==> src/rtl/mux_scan.sv <==
// Registered channel multiplexer: manual capture of one channel or an auto-scan sweep of all channels.
// Optional feature: define MUX_SCAN_MASK_EN to add ch_mask, a per-sweep channel enable mask.
module mux_scan #(
  parameter int WIDTH    = 8,
  parameter int CHANNELS = 16,
  parameter int SEL_W    = $clog2(CHANNELS)
) (
  input  logic                      clk,
  input  logic                      rst_n,
  input  logic [CHANNELS*WIDTH-1:0] in,
  input  logic [SEL_W-1:0]          sel,
  input  logic                      req,
  input  logic                      mode,
  input  logic                      start,
  input  logic                      out_ready,
`ifdef MUX_SCAN_MASK_EN
  input  logic [CHANNELS-1:0]       ch_mask,
`endif
  output logic [WIDTH-1:0]          out,
  output logic [SEL_W-1:0]          out_ch,
  output logic                      out_valid,
  output logic                      busy,
  output logic                      done
);

  typedef enum logic {
    IDLE = 1'b0,
    SCAN = 1'b1
  } state_t;

  state_t              state;
  logic [SEL_W-1:0]    counter;
  logic                can_load;

  logic [CHANNELS-1:0] start_mask;
  logic [CHANNELS-1:0] mask_q;

  logic [WIDTH-1:0]    man_data;
  logic [WIDTH-1:0]    scan_data;
  logic                cur_en;
  logic [SEL_W-1:0]    first_ch;
  logic [SEL_W-1:0]    next_ch;
  logic                next_found;

  // Handshake: a beat transfers on a rising edge where out_valid && out_ready;
  // while out_valid && !out_ready, out and out_ch are held and nothing new loads.
  assign can_load = !out_valid || out_ready;

  // busy is the registered FSM state seen from outside.
  assign busy = (state == SCAN);

`ifdef MUX_SCAN_MASK_EN
  assign start_mask = ch_mask;

  always_ff @(posedge clk or negedge rst_n) begin
    if (!rst_n) begin
      mask_q <= '0;
    end else if (state == IDLE && mode && start) begin
      mask_q <= ch_mask;
    end
  end
`else
  assign start_mask = '1;
  assign mask_q     = '1;
`endif

  // Manual path: out-of-range sel (non power-of-two CHANNELS) yields zero data.
  always_comb begin
    man_data = '0;
    for (int k = 0; k < CHANNELS; k++) begin
      if (sel == SEL_W'(k)) begin
        man_data = in[k*WIDTH +: WIDTH];
      end
    end
  end

  always_comb begin
    scan_data = '0;
    cur_en    = 1'b0;
    for (int k = 0; k < CHANNELS; k++) begin
      if (counter == SEL_W'(k)) begin
        scan_data = in[k*WIDTH +: WIDTH];
        cur_en    = mask_q[k];
      end
    end
  end

  // Descending walk so the last hit is the lowest qualifying channel.
  always_comb begin
    first_ch   = '0;
    next_ch    = '0;
    next_found = 1'b0;
    for (int k = CHANNELS - 1; k >= 0; k--) begin
      if (start_mask[k]) begin
        first_ch = SEL_W'(k);
      end
      if (mask_q[k] && (SEL_W'(k) > counter)) begin
        next_found = 1'b1;
        next_ch    = SEL_W'(k);
      end
    end
  end

  always_ff @(posedge clk or negedge rst_n) begin
    if (!rst_n) begin
      state     <= IDLE;
      counter   <= '0;
      out       <= '0;
      out_ch    <= '0;
      out_valid <= 1'b0;
      done      <= 1'b0;
    end else begin
      done <= 1'b0;
      if (can_load) begin
        out_valid <= 1'b0;
      end
      case (state)
        IDLE: begin
          if (mode) begin
            if (start) begin
              state   <= SCAN;
              counter <= first_ch;
            end
          end else if (req && can_load) begin
            out       <= man_data;
            out_ch    <= sel;
            out_valid <= 1'b1;
          end
        end
        SCAN: begin
          // counter only rests on a disabled channel when the sampled mask was empty.
          if (!cur_en) begin
            state   <= IDLE;
            counter <= '0;
            done    <= 1'b1;
          end else if (can_load) begin
            out       <= scan_data;
            out_ch    <= counter;
            out_valid <= 1'b1;
            if (next_found) begin
              counter <= next_ch;
            end else begin
              state   <= IDLE;
              counter <= '0;
              done    <= 1'b1;
            end
          end
        end
        default: state <= IDLE;
      endcase
    end
  end

endmodule

==> config.mk <==
export PLATFORM = sky130hd
export DESIGN_NAME = mux_scan
export DESIGN_NICKNAME = d
export VERILOG_FILES = /design/src/rtl/mux_scan.sv
export SDC_FILE = /design/constraint.sdc
export NUM_CORES = 1
export LEC_CHECK = 0
export ABC_CLOCK_PERIOD_IN_PS = 2800
export CORE_ASPECT_RATIO = 1.4
export CORE_MARGIN = 3
export CORE_UTILIZATION = 35
export DETAILED_ROUTE_END_ITERATION = 8
export GPL_ROUTABILITY_DRIVEN = 0
export GPL_TIMING_DRIVEN = 0
export MAX_ROUTING_LAYER = met4
export PLACE_DENSITY = 0.65
export SLEW_MARGIN = 25
export SYNTH_ARGS = -nofsm -noshare
export SYNTH_HDL_FRONTEND = slang
export SYNTH_SLANG_ARGS = --single-unit
==> constraint.sdc <==
create_clock -name clk -period 2.8 [get_ports clk]
set_clock_uncertainty 0.05 [all_clocks]
set_input_delay 0.56 -clock clk [delete_from_list [all_inputs] [get_ports clk]]
set_output_delay 0.56 -clock clk [all_outputs]
set_load 0.005 [all_outputs]
* Yosys cells after proc, flatten, opt, wreduce, memory -nomap -nowiden
Index checks and enable logic that the tools add are counted.
** Word-level totals
- Register bits after elaboration :: 19
- Input bits :: 138
- Output and inout port bits :: 15
- Word-level logic and storage cells :: 179
** Cells by class
- Magnitude comparators :: 16
- Eq/ne operators :: 37
- Mux-type cells :: 112
- Bitwise operators :: 1
- Reduce and logical (&&, ||, !) cells :: 7
** Operator list (number)
- 8-bit 2-to-1 mux :: 36
- 4-bit 2-to-1 mux :: 25
- 4-bit equality test (second input constant) :: 16
- 1-bit 2-to-1 mux :: 46
- 4-bit by 3-bit equality test with 1-bit output (second input constant) :: 8
- 4-bit greater-than comparator (first input constant) :: 8
- 4-bit by 2-bit equality test with 1-bit output (second input constant) :: 4
- 3-bit by 4-bit greater-than comparator with 1-bit output (first input constant) :: 4
- 4-bit case mux with 2 select lines :: 2
- 8-bit case mux with 2 select lines :: 1
- 4-bit by 1-bit equality test with 1-bit output (second input constant) :: 2
- 1-bit by 4-bit greater-than comparator with 1-bit output (first input constant) :: 2
- 2-bit by 4-bit greater-than comparator with 1-bit output (first input constant) :: 2
- 4-bit logical NOT :: 2
- 2-bit != test (second input constant) :: 4
- 2-bit by 1-bit != test with 1-bit output (second input constant) :: 2
- 1-bit case mux with 2 select lines :: 2
- 4-bit AND reduction :: 1
- 3-bit != test (second input constant) :: 1
- 3-bit AND reduction :: 1
- 1-bit logical AND :: 1
- 1-bit logical NOT :: 1
- 1-bit logical OR :: 1
- 1-bit inverter :: 1

* Longest topological paths before layout
- Depth after elaboration :: 21
- Gate-level depth with buffers :: 9
- Depth with buffers taken out :: 5

* Worst setup path before layout
Ideal clock, no wire load.
- Path kind :: input-to-reg
- From :: in sel[1]
- To :: reg out[7]
- Library setup time :: 0.126 ns
- Data arrival time :: 1.899 ns
- Data required time :: 2.624 ns
- Path slack :: 0.725 ns
- Stages on the path :: 6
- Path buffers :: 2
- Path through :: buf_4 > clkbuf_1 > mux2_2 > o221ai_1 > o21ai_0 > a221o_1
** Between the ends
- Word-level cells in the longest chain between the ends :: 20
- Elaborated cells between the ends (all ways) :: 35
- Classes of those cells :: eq/ne: 15; mux: 19; reduce/logical: 1
** Ends and longest elaborated chain
- start, declared :: RTL line 11 : input logic [SEL_W-1:0] sel,
- 4-bit logical NOT :: RTL line 71 : if (sel == SEL_W'(k)) begin
- 8-bit 2-to-1 mux (15 in series) :: RTL line 71
- 8-bit 2-to-1 mux (*) :: RTL line 71
- 8-bit 2-to-1 mux (*) :: RTL line 124 : end else if (req && can_load) begin
- 8-bit 2-to-1 mux (*) :: RTL line 119 : if (mode) begin
- 8-bit case mux with 2 select lines (*) :: RTL line 117 : case (state)
- end signal, assigned :: RTL line 125 : out <= man_data;
- end signal, assigned :: RTL line 137 : out <= scan_data;
- end, declared :: RTL line 19 : output logic [WIDTH-1:0] out,
Every way passes the cells marked *; elsewhere a longest branch is shown, timed or not. The select of a mux whose other input is x is not followed.
A chain may end at the register's enable or synchronous reset.

* Worst setup path after layout
- From :: in sel[3]
- To :: reg out[6]
Same word-level chain as after synthesis.

==> flow_summary.json <==
{
  "crit_start": "sel[3]",
  "finalSetupViolations": 0,
  "start_kind": "primary input",
  "power.density_mw_per_mm2": 664,
  "r2r-end": "out[3]",
  "slew_viol_final": 0,
  "drv_cap": 0,
  "yosys.area_share.simple_pct": 19.7,
  "post_cts_buffers": 0,
  "grt_pass1_wl_mm": 26.9,
  "synthCells": 427,
  "fin_crit_ns": 2.43,
  "synth-xor-area-share_pct": 0.497,
  "dieWidth_um": 90.8,
  "first_pass_iters": 6,
  "yosys-mux-area-fraction_pct": 28.8,
  "swShare_pct": 47.7,
  "synth_compound_area_share_pct": 29.8,
  "final_antenna_net_count": 0,
  "final_area_sq_mm": 0.00525,
  "met3_usage_pct": 4.41,
  "yosysTopAreaCell": "mux4_2",
  "syn_nets": 565,
  "netSwitchingPower_w": 0.00166,
  "pin_count": 153,
  "maxSlewHeadroom_pct": 44.1,
  "p_total_w": 0.00349,
  "rsz0062_at_grt": "false",
  "period_share_pct": 86.7,
  "status": "finished, final reports clean",
  "cts-buffers-inserted": 3,
  "clkTransAtPathRegs_ns": 0.07,
  "final_cell_count_no_fill": 711,
  "grt_overflow": 0,
  "met2_usage_pct": 51.3,
  "globalRouteMet1Util_pct": 36.1,
  "path_class": "primary input to flip-flop",
  "post_cts_resized": 0,
  "drc_errors": 0,
  "r2r_slack_ns": 0.47,
  "critPathArrivalTime_ns": 2.55,
  "ir_drop_mv": 0.344,
  "max_freq_mhz": 412,
  "synthArstFlopShare_pct": 100,
  "ys_seq_elements": 19,
  "detail_route.vias_per_cell": 6.62,
  "initial_core_util_pct": 36.7,
  "placed_area_sq_mm": 0.00517,
  "clock-sinks": 19,
  "end_kind": "flip-flop",
  "tritoncts": "yes",
  "finalHoldViolCount": 0,
  "die_area_sq_mm": 0.0113,
  "placedCellCount": 707,
  "drtIter0Drc": 726,
  "synth_fa_ha_area_share_pct": 0,
  "combPwrFrac_pct": 76.7,
  "p_int_w": 0.00182,
  "synth_flop_cell": "dfrtp_1",
  "seq_area_frac_synth_pct": 13.5,
  "synth.area.top_cells": "mux4_2 (16%), dfrtp_1 (13%), mux2i_1 (7.1%), mux2_2 (5.8%), o21ai_0 (4.8%)",
  "reg2regPathDepth": 6,
  "fp-row-count": 42,
  "synth-edff-count": 0,
  "wire_per_inst_um": 25.3,
  "required_ns": 2.92,
  "crit_path_end": "out[6]",
  "clk_latency_ns": 0.26,
  "leakage_nw": 1.95,
  "synth_cell_types": 61,
  "cts_root_buf": "clkbuf_16",
  "grt_max_degree": 20,
  "yosysWarnings": 0,
  "core_area_sq_mm": 0.00962,
  "vias": 4704,
  "layout-drive-gt1-share_pct": 14.2,
  "wl_mm": 18.0,
  "synthTopCellsByCount": "o21ai_0 (34), a21oi_1 (32), nand2_1 (31)",
  "area_growth_pct": 49.0,
  "syn_avg_cell_area_sq_um": 8.25,
  "synth.most_common_cell": "o21ai_0",
  "fin_setup_tns_ns": 0,
  "antenna_found_initial": 0,
  "num_antenna_cells": 0,
  "seqPwrFrac_pct": 14.0,
  "grt.total_usage_pct": 31.2,
  "synth_top_family_by_area": "compound AO/OA/AOI/OAI gates",
  "synth_area_sq_mm": 0.00352,
  "worst_pin_slew_ns": 0.838,
  "hpwl_mm": 13.6,
  "cts_hold_buffers": 0,
  "io_buffer_count": 148,
  "path_max_fanout": 10,
  "die_h_um": 125,
  "grt_pass1_vias": 4701,
  "hold_class": "primary input to asynchronous set/reset pin",
  "nets": 718,
  "worstReg2RegStart": "counter[1]",
  "busiest_layer": "met2",
  "pwr-share-clk_pct": 9.3,
  "synth.top_cell.area_share_pct": 16.0,
  "cts_max_level": 1,
  "clockBufferDepth": 2
}
==> how the worst min path moves through the flow <==
stage	from	end	slack [ns]	cells after the start
after floorplan	rst_n	asynchronous set/reset pin	0.21	0
after global placement	out_ch[2]	out_ch[2]	0.41	2
after detailed placement	out_ch[2]	out_ch[2]	0.42	2
after CTS	out_ch[2]	out_ch[2]	0.43	2
after global routing	rst_n	out[2]	0.25	1
final	rst_n	out_ch[1]	0.22	1
==> critical path, cell delays in order <==
cell	delay, ns
buf_2	0.20
clkbuf_1	0.58
clkbuf_1	0.54
o21ai_0	0.21
o2111ai_1	0.17
o211ai_1	0.14
o311ai_1	0.14
==> cell families (layout without fill, tap and decap cells) <==
group                  count (synthesis)  count (layout)
AND/OR/NAND/NOR                      134             134
multiplexers                          68              68
XOR/XNOR                               2               2
flip-flops                            19              19
AO/OA/AOI/OAI                        152             152
buffers and inverters                 52             204
==> stage by stage <==
stage	setup WS, ns	hold slack, ns	util (%)
final	0.371	0.220	54.6
after CTS	0.354	0.433	54.6
after detailed placement	0.0923	0.419	53.8
after floorplan	0.725	0.214	-
after global routing	0.302	0.249	54.6
after global placement	0.111	0.412	53.8
==> area by class of cell <==
cell class / count / area [sq um]
buffer: 41 / 230
tap: 132 / 165
multi-input combinational: 356 / 2780
inverter: 11 / 41.3
sequential: 19 / 475
timing repair buffer: 148 / 1480
fill: 917 / 4370
clock buffer: 3 / 75.1
clock inverter: 1 / 5.00
==> state kept, by name, indices dropped and copies added, names as in the netlist, named ones only <==
signal	flops
busy	1
counter	4
done	1
out	8
out_ch	4
==> placed cells by master, fill, tap and decap left out, types with 17 or more instances in the layout <==
| master | n |
|---|---|
| mux2_2 | 18 |
| nand2_1 | 31 |
| nor2_1 | 28 |
| mux2i_1 | 25 |
| mux4_2 | 25 |
| a21oi_1 | 32 |
| dfrtp_1 | 19 |
| buf_2 | 17 |
| o21ai_0 | 34 |
| nor2b_1 | 18 |
| clkdlybuf4s50_1 | 147 |
==> routing by layer <==
metal | routed length [um] | vias up
met1 | 6300 | 2202
li1 | - | 1972
met5 | 0 | -
met2 | 8590 | 433
met3 | 1990 | 97
met4 | 1130 | 0
==> power by group through the flow <==
stage               clock [W]  sequential, W  combinational [W]
floorplan                   0       0.000472            0.00163
global placement            0       0.000485            0.00259
detailed placement          0       0.000488            0.00259
CTS                  0.000321       0.000485            0.00260
global route         0.000333       0.000504            0.00280
finish               0.000325       0.000488            0.00267
Power figures use the tool's default switching activity.
